File: config.mk
export PLATFORM = sky130hd
export DESIGN_NAME = matrix_result_streamer_flat
export DESIGN_NICKNAME = d
export VERILOG_FILES = /design/src/rtl/matrix_result_streamer_if.sv /design/src/rtl/matrix_result_streamer.sv /design/src/flat_wrapper.sv
export SDC_FILE = /design/constraint.sdc
export NUM_CORES = 1
export LEC_CHECK = 0
export ABC_AREA = 1
export CAP_MARGIN = 20
export CORE_ASPECT_RATIO = 0.9
export CORE_MARGIN = 3
export CORE_UTILIZATION = 52
export DETAILED_ROUTE_END_ITERATION = 8
export MAX_ROUTING_LAYER = met4
export PLACE_DENSITY = 0.81
export SLEW_MARGIN = 25
export SYNTH_ARGS = -nofsm -noshare
export SYNTH_HDL_FRONTEND = slang
export SYNTH_SLANG_ARGS = --single-unit
File: constraint.sdc
create_clock -name clk -period 4.12 [get_ports clk]
set_input_delay 0.618 -clock clk [delete_from_list [all_inputs] [get_ports clk]]
set_output_delay 0.618 -clock clk [all_outputs]
set_load 0.005 [all_outputs]
File: src/rtl/matrix_result_streamer_if.sv
// Handshake bundle between a matrix producer/consumer and matrix_result_streamer.
// The master side issues start/m/n/matrix_in and drives out_ready; the slave side streams elements back.
interface matrix_result_streamer_if #(
  parameter int ELEM_W  = 8,
  parameter int MAX_DIM = 5
);
  localparam int DIM_W = $clog2(MAX_DIM + 1);
  localparam int MAT_W = MAX_DIM * MAX_DIM * ELEM_W;

  logic              start;
  logic [DIM_W-1:0]  m;
  logic [DIM_W-1:0]  n;
  logic [MAT_W-1:0]  matrix_in;
  logic              out_ready;
  logic              out_valid;
  logic [ELEM_W-1:0] out_data;
  logic [DIM_W-1:0]  out_row;
  logic [DIM_W-1:0]  out_col;
  logic              out_last;
  logic              busy;
  logic              done;
  logic              err;

  modport master (
    output start, m, n, matrix_in, out_ready,
    input  out_valid, out_data, out_row, out_col, out_last, busy, done, err
  );

  modport slave (
    input  start, m, n, matrix_in, out_ready,
    output out_valid, out_data, out_row, out_col, out_last, busy, done, err
  );
endinterface

File: src/rtl/matrix_result_streamer.sv
// Captures an m x n matrix on start and streams it element by element in row-major order.
// Handshake: an element moves on a rising edge where out_valid and out_ready are both 1; out_valid never looks at out_ready.
module matrix_result_streamer #(
  parameter int ELEM_W  = 8,
  parameter int MAX_DIM = 5
) (
  input  logic                     clk,
  input  logic                     reset,
  matrix_result_streamer_if.slave  bus,
  output logic [1:0]               state_o
);
  localparam int DIM_W = $clog2(MAX_DIM + 1);
  localparam int MAT_W = MAX_DIM * MAX_DIM * ELEM_W;
  localparam logic [DIM_W-1:0] DIM_MAX = DIM_W'(MAX_DIM);
  localparam logic [DIM_W-1:0] DIM_ONE = DIM_W'(1);

  localparam logic [1:0] S_IDLE   = 2'd0;
  localparam logic [1:0] S_STREAM = 2'd1;
  localparam logic [1:0] S_DONE   = 2'd2;

  logic [1:0]        state_q, state_d;
  logic [MAT_W-1:0]  mat_q, mat_d;
  logic [DIM_W-1:0]  m_q, m_d;
  logic [DIM_W-1:0]  n_q, n_d;
  logic [DIM_W-1:0]  row_q, row_d;
  logic [DIM_W-1:0]  col_q, col_d;
  logic              err_q, err_d;

  logic              dims_ok;
  logic              at_last;
  logic              streaming;
  logic              xfer;
  logic [ELEM_W-1:0] elem;

  assign dims_ok   = (bus.m != '0) && (bus.m <= DIM_MAX) &&
                     (bus.n != '0) && (bus.n <= DIM_MAX);
  assign at_last   = (row_q == m_q - DIM_ONE) && (col_q == n_q - DIM_ONE);
  assign streaming = (state_q == S_STREAM);
  assign xfer      = streaming && bus.out_ready;

  // The matrix keeps a fixed stride of MAX_DIM per row, independent of n.
  always_comb begin
    elem = '0;
    for (int r = 0; r < MAX_DIM; r++) begin
      for (int c = 0; c < MAX_DIM; c++) begin
        if (row_q == DIM_W'(r) && col_q == DIM_W'(c)) begin
          elem = mat_q[(r * MAX_DIM + c) * ELEM_W +: ELEM_W];
        end
      end
    end
  end

  always_comb begin
    state_d = state_q;
    mat_d   = mat_q;
    m_d     = m_q;
    n_d     = n_q;
    row_d   = row_q;
    col_d   = col_q;
    err_d   = 1'b0;
    case (state_q)
      S_IDLE: begin
        if (bus.start) begin
          if (dims_ok) begin
            mat_d   = bus.matrix_in;
            m_d     = bus.m;
            n_d     = bus.n;
            row_d   = '0;
            col_d   = '0;
            state_d = S_STREAM;
          end else begin
            err_d = 1'b1;
          end
        end
      end
      S_STREAM: begin
        if (xfer) begin
          if (at_last) begin
            row_d   = '0;
            col_d   = '0;
            state_d = S_DONE;
          end else if (col_q == n_q - DIM_ONE) begin
            col_d = '0;
            row_d = row_q + DIM_ONE;
          end else begin
            col_d = col_q + DIM_ONE;
          end
        end
      end
      S_DONE:  state_d = S_IDLE;
      default: state_d = S_IDLE;
    endcase
  end

  always_ff @(posedge clk or negedge reset) begin
    if (!reset) begin
      state_q <= S_IDLE;
      mat_q   <= '0;
      m_q     <= '0;
      n_q     <= '0;
      row_q   <= '0;
      col_q   <= '0;
      err_q   <= 1'b0;
    end else begin
      state_q <= state_d;
      mat_q   <= mat_d;
      m_q     <= m_d;
      n_q     <= n_d;
      row_q   <= row_d;
      col_q   <= col_d;
      err_q   <= err_d;
    end
  end

  // Every output decodes from registers, so an asynchronous reset clears them all at once.
  assign bus.out_valid = streaming;
  assign bus.out_data  = streaming ? elem  : '0;
  assign bus.out_row   = streaming ? row_q : '0;
  assign bus.out_col   = streaming ? col_q : '0;
  assign bus.out_last  = streaming && at_last;
  assign bus.busy      = (state_q == S_STREAM) || (state_q == S_DONE);
  assign bus.done      = (state_q == S_DONE);
  assign bus.err       = err_q;
  assign state_o       = state_q;
endmodule

File: src/flat_wrapper.sv
// flat-port wrapper written by rule: the top's interface ports become plain ports
module matrix_result_streamer_flat 
#(
  parameter int ELEM_W  = 8,
  parameter int MAX_DIM = 5
)
  (clk, reset, state_o, bus_start, bus_m, bus_n, bus_matrix_in, bus_out_ready, bus_out_valid, bus_out_data, bus_out_row, bus_out_col, bus_out_last, bus_busy, bus_done, bus_err);
  matrix_result_streamer_if #(.ELEM_W(ELEM_W), .MAX_DIM(MAX_DIM)) bus_i ();
  input  logic clk;
  input  logic reset;
  output logic [1:0] state_o;
  input wire logic [$bits(bus_i.start)-1:0] bus_start;
  input wire logic [$bits(bus_i.m)-1:0] bus_m;
  input wire logic [$bits(bus_i.n)-1:0] bus_n;
  input wire logic [$bits(bus_i.matrix_in)-1:0] bus_matrix_in;
  input wire logic [$bits(bus_i.out_ready)-1:0] bus_out_ready;
  output wire logic [$bits(bus_i.out_valid)-1:0] bus_out_valid;
  output wire logic [$bits(bus_i.out_data)-1:0] bus_out_data;
  output wire logic [$bits(bus_i.out_row)-1:0] bus_out_row;
  output wire logic [$bits(bus_i.out_col)-1:0] bus_out_col;
  output wire logic [$bits(bus_i.out_last)-1:0] bus_out_last;
  output wire logic [$bits(bus_i.busy)-1:0] bus_busy;
  output wire logic [$bits(bus_i.done)-1:0] bus_done;
  output wire logic [$bits(bus_i.err)-1:0] bus_err;
  assign bus_i.start = bus_start;
  assign bus_i.m = bus_m;
  assign bus_i.n = bus_n;
  assign bus_i.matrix_in = bus_matrix_in;
  assign bus_i.out_ready = bus_out_ready;
  assign bus_out_valid = bus_i.out_valid;
  assign bus_out_data = bus_i.out_data;
  assign bus_out_row = bus_i.out_row;
  assign bus_out_col = bus_i.out_col;
  assign bus_out_last = bus_i.out_last;
  assign bus_busy = bus_i.busy;
  assign bus_done = bus_i.done;
  assign bus_err = bus_i.err;
  matrix_result_streamer #(.ELEM_W(ELEM_W), .MAX_DIM(MAX_DIM)) u_core (.clk(clk), .reset(reset), .bus(bus_i), .state_o(state_o));
endmodule
---- After elaboration in Yosys (flattened, before gate mapping) ----
Cells that the tools add are included.
cells by class
  eq/ne operators ......................... 17
  magnitude comparators ................... 2
  muxes and demuxes ....................... 46
  reduce and logical (&&, ||, !) cells .... 42
  add/sub/neg operators ................... 4
operator list
  operator                                                                  count
  8-bit 2-to-1 mux                                                          26
  1-bit logical AND                                                         31
  3-bit 2-to-1 mux                                                          10
  3-bit by 2-bit == test with 1-bit output (second input constant)          4
  3-bit one-hot mux with 2 select lines                                     2
  2-bit 2-to-1 mux                                                          4
  4-bit AND reduction                                                       2
  3-bit by 1-bit adder with 3-bit output (second input constant)            2
  3-bit by 1-bit == test with 1-bit output (second input constant)          2
  3-bit == test                                                             2
  3-bit == test (second input constant)                                     2
  3-bit <= comparator (second input constant)                               2
  3-bit logical NOT                                                         2
  3-bit nonzero test                                                        2
  3-bit by 1-bit subtractor with 3-bit output (second input constant)       2
  5-bit AND reduction                                                       1
  2-bit by 1-bit inequality test with 1-bit output (second input constant)  2
  2-bit inequality test (second input constant)                             2
  2-bit one-hot mux with 2 select lines                                     1
  1-bit 2-to-1 mux                                                          3
  3-bit by 2-bit inequality test with 1-bit output (second input constant)  1
  3-bit AND reduction                                                       1
  2-bit by 1-bit == test with 1-bit output (second input constant)          1
  2-bit == test (second input constant)                                     1
  3 further kinds                                                           3
word-level totals
  output and inout port bits .............. 21
  word-level logic and storage cells ...... 118
  input bits .............................. 210
  register bits ........................... 215

---- Logic depth before layout (Yosys ltp) ----
  depth after elaboration ................. 28
  depth in mapped cells ................... 32
  mapped depth without buffers ............ 32

---- Worst setup path after synthesis ----
No wires, ideal clock.
  kind .................................... register -> output
  start ................................... register u_core.row_q[0]
  end ..................................... output port bus_out_data[7]
  stages on the path, launching flop included .. 30
  required time ........................... 3.502 ns
  arrival ................................. 2.527 ns
  slack ................................... 0.975 ns
  path buffers ............................ 1
  path through ............................ dfrtp_1 -> inv_1 -> ha_1 -> inv_2 -> nor2_4 -> nand2_4 -> buf_6 -> or2_1 -> nand3_1 -> nand3_1 -> nand3_1 -> nand2_1 -> nand2_1 -> nand3_1 -> nand3_1 -> nand3_1 -> nand3_1 -> nand2_1 -> nand2_1 -> nand2_1 -> nand2_1 -> nand3_1 -> nand3_1 -> nand3_1 -> nand3_1 -> nand3_1 -> nand3_1 -> nand2_1 -> nand2_1 -> a21oi_2
between the ends
  word-level cells in the longest chain between the ends .. 28
  elaborated cells on any way between the ends .. 56
  those cells by class .................... 4 x eq/ne; 26 x mux; 26 x reduce/logical
ends and longest elaborated chain
  item                            RTL line                       source
  start, declared                 matrix_result_streamer.sv:25   logic [DIM_W-1:0] row_q, row_d;
  start signal, assigned          matrix_result_streamer.sv:109  row_q <= row_d;
  3-bit logical NOT               matrix_result_streamer.sv:46   if (row_q == DIM_W'(r) && col_q == DIM_W'(c)) begin
  1-bit logical AND               matrix_result_streamer.sv:46
  8-bit 2-to-1 mux (24 in a row)  matrix_result_streamer.sv:46
  8-bit 2-to-1 mux (*)            matrix_result_streamer.sv:46
  8-bit 2-to-1 mux (*)            matrix_result_streamer.sv:117  assign bus.out_data = streaming ? elem : '0;
  end, declared                   flat_wrapper.sv:18             output wire logic [$bits(bus_i.out_data)-1:0] bus_out_data;
Every way passes the cells marked *; elsewhere a longest branch is shown, timed or not.

---- Final worst setup path ----
  start ................................... register u_core.row_q[0]
  end ..................................... output port bus_out_data[2]
Same word-level chain as after synthesis.

==> run summary <==
In this run the number of H-tree levels came out at 1. The summed instance area of the synthesized netlist is 11000 um^2. The HPWL after detailed placement is 21900 um.

In this run the static leakage power is 0.00706 uW. In the post-synthesis netlist, the biggest area contributors are dfrtp_1, mux2_2, nand2_1. The vertical extent of the die came out at about 140 um. In this run the tightest slew margin relative to its limit is 0.397. The clock transition time at the flip-flop clock pins of the worst setup and hold paths came out at roughly 0.06 ns.

The finished layout cell area came out at around 15000 um^2. The final number of max-transition violations is 0. The worst reg-to-reg path cell count came out at 8. The CTS tree is built. The growth of design area from synthesis to finish came out at 39.6%. At the later pin of the worst-skew pair, clock insertion delay measures between 0.5 and 0.6 ns.

The critical path data required time is approximately 3.5 ns. The final layout contains routed wiring with a total length of 32900 um. The number of max-capacitance violations reported came out at 0. TritonCTS created 23 clock buffers. STA classifies the critical path endpoint as an output pin. The number of cells produced by synthesis came out at around 1.1k. Setup violations remaining at the end of the flow were counted as 8. The yosys synthesis warning count is 0. The delay of the slowest cell on the worst path is roughly 0.40 ns. The count of nets after finishing came out at between 1.5k and 2k. The instance area after placement came out at approximately 14000 um^2. Setup repair after global routing could not meet its margin everywhere. The slowest stage of the critical path is the dfrtp_1 cell. The cell area power density is ~750 nW/um^2. The clock net in this run drives a total of between 200 and 250 sinks. The register area share after synthesis is 0.491. The aggregate global routing overflow is 0.

The most numerous cell type found on the critical path is nand2_1. IR analysis of the VDD net gives a maximum drop of 0.361 mV. The area share of the leading cell type in the synthesized netlist is 0.491. The share of flip-flops with an asynchronous set or reset after synthesis is 1.00. The final period utilization is 1.10.

In the final layout, the share of cells above drive strength 1 is 0.319. The classification of the worst setup path is flip-flop to output pin. The total track usage came out at 0.282.

Across the routed clock network, the largest skew measured is about 0.0068 ns. The flow ran to the end, but the final reports show violations. The power consumption came out at 11500 uW. The pin count of the biggest net entering global routing is approximately 130. The library cell used most frequently in the layout, excluding fill and tap cells, is clkdlybuf4s50_1. The final reports fail on negative setup slack. The worst setup path is launched from a flip-flop. Counting flops with a built-in enable in the synthesized netlist gives 0. The transition at the pin with the smallest max-transition slack is 0.905 ns.

The synthesized netlist net count came out at around 1.4k. For this run, the share of the core covered by cells in the final layout is 0.751. The final critical path time including I/O delays and setup came out at approximately 4.5 ns. The final worst-path setup slack came out at -0.404 ns. Synthesis inferred roughly 220 register bits. Leaving out fill and tap cells, the most frequent cells in the layout are clkdlybuf4s50_1, nand2_1, dfrtp_1, mux2_2, inv_1. The maximum fanout count along the critical path came out at 4. The total area inside the core boundary comes to about 20000 um^2.

The first global-routing pass estimated 50000 um of wire. The number of antenna violations at the first check in global routing is 3. The floorplan step set the die width to between 150 and 200 um. The total number of vias came out at ~9.4k. The row count is about 50.

CTS placed an instance of clkbuf_16 at the clock tree root. The hold violation total from the final report came out at 0. The DRC violations left came out at 0.

The setup TNS came out at -2.25 ns. The arrival time at the worst endpoint came out at 3.91 ns. Based on the critical path, the design can be clocked at up to between 200 and 250 MHz.

The initial core utilization came out at 0.538. The number of buffers between clock root and the deepest sink is 3. For this design the top-level I/O count stands at ~230.

The biggest area contributor in the post-synthesis netlist is dfrtp_1. The dominant register cell in the synthesized netlist is dfrtp_1. The per-instance average area after synthesis came out at approximately 9.5 um^2. In the final routed layout, each cell accounts on average for between 15 and 20 um. The via density per instance came out at about 5.4.

The detailed router finished its first iteration with a little over 600 violations. The smallest hold slack is 0.499 ns. The routability-driven placement congestion ratio is between 0.8 and 0.9. The remaining number of nets flagged by the antenna check after routing came out at 0. The number of port buffers is 230. The via count of the first global-routing pass came out at between 9k and 10k. The number of distinct standard cells referenced by the synthesized netlist is 35. The worst hold path belongs to the class flip-flop to flip-flop.

The count of TritonRoute iterations in the first routing pass is 6. The die covers approximately 23000 um^2. Along the worst hold path, the cell count comes to 1.
through the flow:
step	setup WS, ns	instances
6_report	-0.404	1734
2_1_floorplan	0.975	1147
3_3_place_gp	-0.0873	1658
3_5_place_dp	-0.180	1658
4_1_cts	-0.255	1724
5_1_grt	-0.571	1734
logic make-up (layout without fill, tap and decap cells):
kind of cell             count (synthesis)  after routing  synth area share
XOR/XNOR                                 7              7           0.00560
adder cells (fa/ha/maj)                 15             15            0.0171
multiplexers                           191            191             0.196
buffers and inverters                  173            477            0.0618
flip-flops                             215            215             0.491
AO/OA/AOI/OAI                           99             99            0.0492
AND/OR/NAND/NOR                        447            447             0.178
other                                    0              3                 0
Yosys cell counts, types with 5 or more instances:
| library cell | n |
|---|---|
| mux2_2 | 191 |
| nor2_1 | 56 |
| inv_2 | 10 |
| dfrtp_1 | 215 |
| nand2_1 | 246 |
| or2_2 | 33 |
| o31ai_1 | 8 |
| o21ai_1 | 6 |
| nand3_1 | 88 |
| a21oi_1 | 32 |
| xor2_1 | 5 |
| o21ai_0 | 43 |
| inv_1 | 118 |
| buf_2 | 5 |
| ha_1 | 15 |
| clkbuf_1 | 28 |
worst max-delay path: cells and delay by family (launching register included):
family                     cells  cell delay (ns)
and+or+nand+nor               21             1.86
buffers and inverters          5             0.54
adders and majority gates      1             0.17
DFF                            1             0.40
AOI/OAI and AO/OA              3             0.41
metal layers:
layer	vias to the layer above	share of wire	global-route usage
li1	4317	-	-
met1	4608	0.43	0.378
met2	426	0.47	0.454
met3	84	0.071	0.0507
met4	0	0.029	0.0654
met5	-	0	-
layout make-up:
class | instances | area, um^2
Antenna cell | 3 | 7.51
Sequential cell | 215 | 5380
Clock buffer | 33 | 673
Fill cell | 1384 | 5070
Timing Repair Buffer | 305 | 2970
Multi-Input combinational cell | 759 | 5330
Tap cell | 280 | 350
Inverter | 133 | 519
Clock inverter | 6 | 55.1
path summary, 6_finish.rpt:
path	startpoint	endpoint	slack [ns]
max in group asynchronous	reset	u_core.col_q[0]$_DFFE_PN0P_	2.31
min	u_core.mat_q[180]$_DFFE_PN0P_	u_core.mat_q[180]$_DFFE_PN0P_	0.50
max reg2reg	u_core.state_o[1]$_DFFE_PN0P_	u_core.row_q[0]$_DFFE_PN0P_	1.38
min reg2reg	u_core.mat_q[180]$_DFFE_PN0P_	u_core.mat_q[180]$_DFFE_PN0P_	0.50
min in group asynchronous	reset	u_core.mat_q[66]$_DFFE_PN0P_	0.57
max	u_core.row_q[0]$_DFFE_PN0P_	bus_out_data[2]	-0.40
what timing repair did:
action	4_1_cts	5_1_grt
gates resized for setup	93	67
cloned	0	0
hold buffers	0	1
setup endpoints to repair	8	8
hold endpoints to repair	0	29
pin swaps	69	94
buffers inserted	27	6
where the power goes:
| group | switching (uW) | internal [uW] |
|---|---|---|
| Sequential | 628 | 3170 |
| Combinational | 2930 | 2700 |
| Clock | 833 | 1190 |
registers in the layout, summed over array words and instances, names as in the netlist:
name and flops:
u_core.mat_q 200, u_core.bus.err 1, u_core.n_q 3, u_core.row_q 3, u_core.state_o 2, u_core.m_q 3, u_core.col_q 3
(Power assumes the default switching activity.)
